[src/rtl/tv80_alu16_seq_pkg.sv]
// tv80_alu16_seq_pkg
//   Shared definitions for the 16-bit arithmetic sequencer that reuses the
//   core's 8-bit ALU:
//     - FSM state encoding
//     - request opcode encoding (req_op)
//     - ALU_Op constants driven onto the 8-bit ALU
//     - flag register bit indices (S7 Z6 Y5 H4 X3 P2 N1 C0)
//     - opcode -> ALU_Op mapping helpers for the low and high byte passes
package tv80_alu16_seq_pkg;

    typedef enum logic [1:0] {
        ST_IDLE = 2'd0,
        ST_LO   = 2'd1,
        ST_HI   = 2'd2,
        ST_RSP  = 2'd3
    } state_t;

    typedef enum logic [1:0] {
        OP_ADD16 = 2'b00,
        OP_ADC16 = 2'b01,
        OP_SBC16 = 2'b10,
        OP_PASS  = 2'b11
    } op_t;

    localparam logic [3:0] ALU_OP_ADD = 4'b0000;
    localparam logic [3:0] ALU_OP_ADC = 4'b0001;
    localparam logic [3:0] ALU_OP_SBC = 4'b0011;

    localparam int FLAG_C = 0;
    localparam int FLAG_N = 1;
    localparam int FLAG_P = 2;
    localparam int FLAG_X = 3;
    localparam int FLAG_H = 4;
    localparam int FLAG_Y = 5;
    localparam int FLAG_Z = 6;
    localparam int FLAG_S = 7;

    // Low byte: ADD16 starts without carry, ADC16/SBC16 fold in the incoming C.
    function automatic logic [3:0] alu_op_lo(input op_t op);
        logic [3:0] r;
        case (op)
            OP_ADD16: r = ALU_OP_ADD;
            OP_ADC16: r = ALU_OP_ADC;
            OP_SBC16: r = ALU_OP_SBC;
            default:  r = ALU_OP_ADD;
        endcase
        return r;
    endfunction

    // High byte always propagates the carry/borrow out of the low byte.
    function automatic logic [3:0] alu_op_hi(input op_t op);
        logic [3:0] r;
        case (op)
            OP_SBC16: r = ALU_OP_SBC;
            default:  r = ALU_OP_ADC;
        endcase
        return r;
    endfunction

endpackage

[src/rtl/tv80_alu16_seq.sv]
// tv80_alu16_seq
//   Sequences a 16-bit ADD/ADC/SBC (or a PASS) through the core's existing
//   8-bit ALU as a low-byte pass followed by a high-byte pass. The ALU itself
//   lives outside this block; this module only drives its inputs and captures
//   its outputs.
//
//   Optional feature: define TV80_ALU16_SEQ_REGIN_EN to register alu_q and
//   alu_fout before capture. Each byte pass then takes two cycles (drive,
//   capture). PASS is unaffected.
//
// Ports
//   clk, reset_n            clock, asynchronous active-low reset
//   req_valid/req_ready     request handshake (ready only in IDLE)
//   req_op                  00 ADD16, 01 ADC16, 10 SBC16, 11 PASS
//   req_a, req_b, f_in      operands (HL, rr) and flags at request time
//   rsp_valid/rsp_ready     response handshake
//   rsp_q, rsp_f            16-bit result and resulting flags
//   alu_op, alu_arith16,
//   alu_z16, alu_busa,
//   alu_busb, alu_fin       drive the 8-bit ALU (zero in IDLE and RSP)
//   alu_q, alu_fout         8-bit ALU result and flags
//
// state | meaning
// ------+-------------------------------------------------------------
// IDLE  | ready for a request
// LO    | low bytes on the ALU, capture q[7:0] and low-pass flags
// HI    | high bytes on the ALU, capture q[15:8] and high-pass flags
// RSP   | response valid and held until rsp_ready
module tv80_alu16_seq (
    input  logic        clk,
    input  logic        reset_n,
    input  logic        req_valid,
    output logic        req_ready,
    input  logic [1:0]  req_op,
    input  logic [15:0] req_a,
    input  logic [15:0] req_b,
    input  logic [7:0]  f_in,
    output logic        rsp_valid,
    input  logic        rsp_ready,
    output logic [15:0] rsp_q,
    output logic [7:0]  rsp_f,
    output logic [3:0]  alu_op,
    output logic        alu_arith16,
    output logic        alu_z16,
    output logic [7:0]  alu_busa,
    output logic [7:0]  alu_busb,
    output logic [7:0]  alu_fin,
    input  logic [7:0]  alu_q,
    input  logic [7:0]  alu_fout
);

    import tv80_alu16_seq_pkg::*;

    state_t      state;
    state_t      state_nxt;

    op_t         op_r;
    logic [15:0] a_r;
    logic [15:0] b_r;
    logic [7:0]  f_r;
    logic [15:0] q_r;
    logic [7:0]  flo_r;
    logic [7:0]  fhi_r;

    // cap_en marks the cycle in which a byte pass result is taken.
    logic        cap_en;
    logic [7:0]  cap_q;
    logic [7:0]  cap_f;

`ifdef TV80_ALU16_SEQ_REGIN_EN
    logic        phase_r;
    logic [7:0]  alu_q_r;
    logic [7:0]  alu_fout_r;

    always_ff @(posedge clk or negedge reset_n) begin
        if (!reset_n) begin
            phase_r    <= 1'b0;
            alu_q_r    <= 8'h00;
            alu_fout_r <= 8'h00;
        end else begin
            alu_q_r    <= alu_q;
            alu_fout_r <= alu_fout;
            if (state == ST_LO || state == ST_HI)
                phase_r <= ~phase_r;
            else
                phase_r <= 1'b0;
        end
    end

    assign cap_en = phase_r;
    assign cap_q  = alu_q_r;
    assign cap_f  = alu_fout_r;
`else
    assign cap_en = 1'b1;
    assign cap_q  = alu_q;
    assign cap_f  = alu_fout;
`endif

    always_ff @(posedge clk or negedge reset_n) begin
        if (!reset_n)
            state <= ST_IDLE;
        else
            state <= state_nxt;
    end

    always_comb begin
        state_nxt   = state;
        req_ready   = 1'b0;
        rsp_valid   = 1'b0;
        alu_op      = 4'h0;
        alu_arith16 = 1'b0;
        alu_z16     = 1'b0;
        alu_busa    = 8'h00;
        alu_busb    = 8'h00;
        alu_fin     = 8'h00;
        case (state)
            ST_IDLE: begin
                req_ready = 1'b1;
                if (req_valid)
                    state_nxt = (op_t'(req_op) == OP_PASS) ? ST_RSP : ST_LO;
            end
            ST_LO: begin
                alu_op   = alu_op_lo(op_r);
                alu_busa = a_r[7:0];
                alu_busb = b_r[7:0];
                alu_fin  = f_r;
                if (cap_en)
                    state_nxt = ST_HI;
            end
            ST_HI: begin
                alu_op      = alu_op_hi(op_r);
                alu_arith16 = (op_r == OP_ADD16);
                alu_z16     = (op_r == OP_ADC16) || (op_r == OP_SBC16);
                alu_busa    = a_r[15:8];
                alu_busb    = b_r[15:8];
                alu_fin     = flo_r;
                if (cap_en)
                    state_nxt = ST_RSP;
            end
            ST_RSP: begin
                rsp_valid = 1'b1;
                if (rsp_ready)
                    state_nxt = ST_IDLE;
            end
            default: state_nxt = ST_IDLE;
        endcase
    end

    always_ff @(posedge clk or negedge reset_n) begin
        if (!reset_n) begin
            op_r  <= OP_ADD16;
            a_r   <= 16'h0000;
            b_r   <= 16'h0000;
            f_r   <= 8'h00;
            q_r   <= 16'h0000;
            flo_r <= 8'h00;
            fhi_r <= 8'h00;
        end else begin
            case (state)
                ST_IDLE: begin
                    if (req_valid) begin
                        op_r <= op_t'(req_op);
                        a_r  <= req_a;
                        b_r  <= req_b;
                        f_r  <= f_in;
                        // PASS bypasses the ALU; result is ready immediately.
                        if (op_t'(req_op) == OP_PASS) begin
                            q_r   <= req_a;
                            fhi_r <= f_in;
                        end
                    end
                end
                ST_LO: begin
                    if (cap_en) begin
                        q_r[7:0] <= cap_q;
                        flo_r    <= cap_f;
                    end
                end
                ST_HI: begin
                    if (cap_en) begin
                        q_r[15:8] <= cap_q;
                        fhi_r     <= cap_f;
                    end
                end
                default: ;
            endcase
        end
    end

    // ADD HL,rr leaves S, Z and P/V untouched, so those come from the
    // flags presented with the request rather than from the ALU.
    always_comb begin
        rsp_f = fhi_r;
        if (op_r == OP_ADD16) begin
            rsp_f[FLAG_S] = f_r[FLAG_S];
            rsp_f[FLAG_Z] = f_r[FLAG_Z];
            rsp_f[FLAG_P] = f_r[FLAG_P];
        end
    end

    assign rsp_q = q_r;

endmodule

[config.mk]
export PLATFORM = sky130hd
export DESIGN_NAME = tv80_alu16_seq
export DESIGN_NICKNAME = d
export VERILOG_FILES = /design/src/rtl/tv80_alu16_seq_pkg.sv /design/src/rtl/tv80_alu16_seq.sv
export SDC_FILE = /design/constraint.sdc
export NUM_CORES = 1
export LEC_CHECK = 0
export ABC_AREA = 1
export BUFFER_PORTS_ARGS = -buffer_cell sky130_fd_sc_hd__buf_4
export CAP_MARGIN = 15
export CORE_UTILIZATION = 40
export CTS_BUF_LIST = sky130_fd_sc_hd__clkbuf_16
export CTS_CLUSTER_DIAMETER = 30
export DETAILED_ROUTE_END_ITERATION = 8
export MAX_ROUTING_LAYER = met4
export PLACE_DENSITY = 0.67
export SYNTH_ARGS = -nofsm -noshare
export SYNTH_HDL_FRONTEND = slang
export SYNTH_SLANG_ARGS = --single-unit
export TNS_END_PERCENT = 50
[constraint.sdc]
create_clock -name clk -period 1.5 [get_ports clk]
set_input_delay 0.3 -clock clk [delete_from_list [all_inputs] [get_ports clk]]
set_output_delay 0.3 -clock clk [all_outputs]
set_load 0.01 [all_outputs]
Word level (Yosys, flattened, before mapping)
Index checks and enable logic that the tools add are counted.

storage, ports and cells
  output and inout bits = 56
  bits of input ports = 62
  latch bits = 0
  memories = 0
  bits in read-only memories = 0
  logic and storage cells = 50
  RAM bits = 0
  flip-flop bits (word level) = 76

cells by class
  magnitude comparators = 0
  equal/unequal tests = 9
  add/sub/neg operators = 0
  shifts and indexed selects = 0
  $mul = 0
  div/mod/pow operators = 0
  reduce and logical (&&, ||, !) cells = 9
  muxes and demuxes = 23
  bitwise gates (word level) = 0

operator list
  operator                                                          number
  8-bit one-hot mux with 2 select lines                             6
  16-bit 2-to-1 mux                                                 2
  8-bit 2-to-1 mux                                                  2
  2-bit 2-to-1 mux                                                  5
  2-bit == test (second input constant)                             4
  2-bit one-hot mux with 4 select lines                             1
  4-bit one-hot mux with 2 select lines                             1
  2-bit inequality test (second input constant)                     3
  3-bit AND reduction                                               2
  1-bit 2-to-1 mux                                                  5
  2-bit by 1-bit == test with 1-bit output (second input constant)  2
  2-bit zero test                                                   2
  2-bit one-hot mux with 2 select lines                             1
  2-bit AND reduction                                               2
  2-bit nonzero test                                                2
  1-bit logical OR                                                  1

Logic depth before layout (Yosys ltp)
  depth in word-level cells = 4
  gate-level depth with buffers = 9

Least setup slack after synthesis
OpenSTA, ideal clock, no wires.

  kind = register to output
  start point = register state[0]
  end point = output alu_busa[2]
  stages on the path, launching flop included = 6
  path slack = -0.097 ns
  arrival time = 1.297 ns
  cell sequence = dfrtp_1 > inv_1 > ha_1 > inv_1 > clkbuf_1 > a21oi_1

on the way
  cells in the longest elaborated chain, start to end = 2
  elaborated cells between the ends (all ways) = 3
  those cells by class = eq/ne: 2; mux: 1

RTL lines
  item                                                                       RTL line               RTL
  start, declared                                                            tv80_alu16_seq.sv:54   state_t state;
  start signal, assigned                                                     tv80_alu16_seq.sv:103  state <= state_nxt;
  2-bit == test or 2-bit by 1-bit == test with 1-bit output (tied branches)  tv80_alu16_seq.sv:116  case (state)
  8-bit one-hot mux with 2 select lines *                                    tv80_alu16_seq.sv:116
  end, declared                                                              tv80_alu16_seq.sv:45   output logic [7:0] alu_busa,

Every way passes the cells marked *; elsewhere a longest branch is shown, timed or not.

Worst setup path in the final report
  start point = register state[1]
  end point = output alu_z16

on the way
  cells in the longest elaborated chain, start to end = 2

RTL lines
  item              RTL line               RTL
  2-bit == test     tv80_alu16_seq.sv:116
  1-bit 2-to-1 mux  tv80_alu16_seq.sv:116
  end, declared     tv80_alu16_seq.sv:44   output logic alu_z16,

No other way between the ends.

==> results.yml <==
run_status:
  status: "finished, violations left"
  violations: "negative setup slack"
cts:
  cts_buffers: 9
  numClockSinks: 76
  clock_latency_ps: 330
  clkTransAtPathRegs_ps: 60
  clockRootBuffer: "clkbuf_16"
  cts_tree: "yes"
  h-tree-depth: 3
  cts.path.max_buffers: 2
cells_and_area:
  layout_commonest_cell: "nand2_1"
  fin_cells: 809
  nNetsFinal: 742
  antenna_cells: 0
  syn_to_final_growth_pct: 51.9
  final_cell_mix: "257 x nand2_1, 130 x buf_4, 76 x dfrtp_1, 63 x nand3_1, 26 x nand2_2"
  drive_gt1_frac: 0.382
floorplanning:
  die_height_um: 102
  die_area_mm2: 0.0103
  row_count: 36
  core-area_mm2: 0.00968
  start_util: 0.410
  io_pins: 118
  die_w_um: 102
min_path:
  holdCritPathClass: "in -> reg"
setup_path:
  cp-startpoint: "state[1]$_DFFE_PN0P_"
  regToRegSetupSlack_ps: -130
  end_kind: "primary output"
  path_class: "reg -> out"
  r2r-end: "rsp_q[6]$_DFFE_PN0P_"
  r2r_cells: 10
  crit_family: "buffers and inverters"
  crit_path_start_kind: "flip-flop"
  crit_arrival_ps: 1600
  crit_cells: 7
  cp_slowest_cell: "dfrtp_1"
  reg2reg_from: "state[1]$_DFFE_PN0P_"
  cp.required_ps: 1200
  worst-path-buf-inv: 5
  crit_path_max_incr_delay_ps: 420
  crit_end: "alu_z16"
  cpMostUsedCell: "buf_4"
  crit_path_cell_trace: "buf_4 > ha_4 > buf_8 > buf_4 > nand2_1 > inv_1 > buf_4"
  path_max_fanout: 13
pwr:
  p_switching_w: 0.00615
  comb_power_share: 0.607
  swShare: 0.420
  p_per_area_mw_per_mm2: 2420
  p_leak_nw: 3.16
  pwr-share-seq: 0.252
  internal_power_w: 0.00848
  ir_worst_vdd_mv: 1.03
  clkPwrFrac: 0.141
route:
  wl_per_cell_um: 15.6
  antenna_left: 0
  viasPerCell: 4.91
  vias: 3970
  finalWirelength_mm: 12.6
  detail_route.iter0.violations: 195
  first_pass_iters: 4
  route.detailed.drc: 0
timing:
  setup_viol: 60
  fin_ws_ps: -405
  tns_ps: -13360
  max_freq_mhz: 525
  timing.final.crit_share: 1.27
  finalHoldViolCount: 0
  finalClockSkew_ps: 10.7
  hold_ws_ps: 195
  slew_violations: 0
  period_needed_ps: 1900
  rsz0062_at_grt: "yes"
synthesis:
  ys_seq_area_frac: 0.479
  synth_seq_cells: 76
  synth_cell_types: 25
  syn_area_mm2: 0.00397
  yosys_warnings: 0
  syn_inst: 532
  postSynthAreaPerCell_um2: 7.47
place:
  placedCellCount: 773
  place_hpwl_mm: 8.24
  numPortBuffers: 115
  post-place-ws_ps: -117
  gp_congestion: 0.884
global_routing:
  grt_max_degree: 77
  grt_overflow: 0
  grt_pass1_wl_mm: 19.3
  grt_util_all_layers: 0.256
  antenna_found_initial: 0
  grt_pass1_vias: 3877
job:
  cap_violations: 0
## kinds of logic after synthesis
group,share of synthesized area
simple gates,0.381
mux,0.00850
other cells,0.000944
compound gates,0.0365
buf+inv,0.0690
flops,0.479
fa+ha+maj,0.0252
## how the worst min path moves through the flow
| stage | from | endpoint | slack [ps] | cells after the start |
|---|---|---|---|---|
| 2_1_floorplan | reset_n | a_r[0]$_DFFE_PN0P_ | 4 | 0 |
| 3_3_place_gp | reset_n | b_r[3]$_DFFE_PN0P_ | 350 | 2 |
| 3_5_place_dp | reset_n | b_r[2]$_DFFE_PN0P_ | 360 | 2 |
| 4_1_cts | alu_fout[2] | flo_r[2]$_DFFE_PN0N_ | 180 | 3 |
| 5_1_grt | alu_fout[0] | flo_r[0]$_DFFE_PN0N_ | 200 | 3 |
| 6_report | alu_fout[0] | flo_r[0]$_DFFE_PN0N_ | 190 | 3 |
## synth_stat cells, drive strengths merged
master / number / share of area
dfrtp: 76 / 0.48
nand3: 66 / 0.088
clkbuf: 10 / 0.0098
ha: 8 / 0.025
inv: 15 / 0.015
conb: 1 / 0.00094
nor2: 10 / 0.020
nand2: 286 / 0.27
buf: 28 / 0.044
mux2: 3 / 0.0085
o21ai: 3 / 0.0038
a21oi: 26 / 0.033
## power groups by stage
stage / clock, W / combinational (W) / sequential [W]
after floorplan: 0 / 0.00420 / 0.00359
after global placement: 0 / 0.00667 / 0.00360
after detailed placement: 0 / 0.00677 / 0.00361
after CTS: 0.00212 / 0.00803 / 0.00362
after global routing: 0.00220 / 0.00970 / 0.00380
final: 0.00206 / 0.00888 / 0.00368
## flip-flops by register name (all words and copies together), names as in the netlist
register,flops
a_r,16
b_r,16
f_r,8
fhi_r,8
flo_r,8
op_r,2
rsp_q,16
state,2
## per-layer routing
metal  wire length [µm]  global-route usage  up-vias
met5                  0                   -        -
li1                   -                   -     1948
met1               5480               0.338     1884
met2               6160               0.402      122
met4                176              0.0736        0
met3                788              0.0476       16
## repair_timing
action | 4_1_cts | 5_1_grt
hold endpoints to repair | 1 | 0
setup endpoints to repair | 89 | 77
pin swaps | 9 | 29
buffers inserted | 11 | 2
cloned | 3 | 5
gates resized for setup | 53 | 51
hold buffers | 1 | 0
## through the flow
step,total power [W],util,instance area [µm²]
final,0.0146,0.623,6030
after global routing,0.0157,0.623,6030
after CTS,0.0138,0.596,5770
after detailed placement,0.0104,0.532,5150
after global placement,0.0103,0.532,5150
after floorplan,0.00780,-,4080
## worst register-to-register path: cells and delay by family, from the launching register on
kind                       cells  cell delay [ps]
adders and majority gates      1              230
and+or+nand+nor                4              350
buffers and inverters          5              520
DFF                            1              420
## cell type report
type                            instances  area, µm²
Fill cell                             846       3650
Multi-Input combinational cell        406       2130
Sequential cell                        76       1900
Timing Repair Buffer                  164       1480
Clock buffer                            9        225
Tap cell                              133        166
Inverter                               15       71.3
Clock inverter                          6       57.6
(Power assumes the default switching activity.)
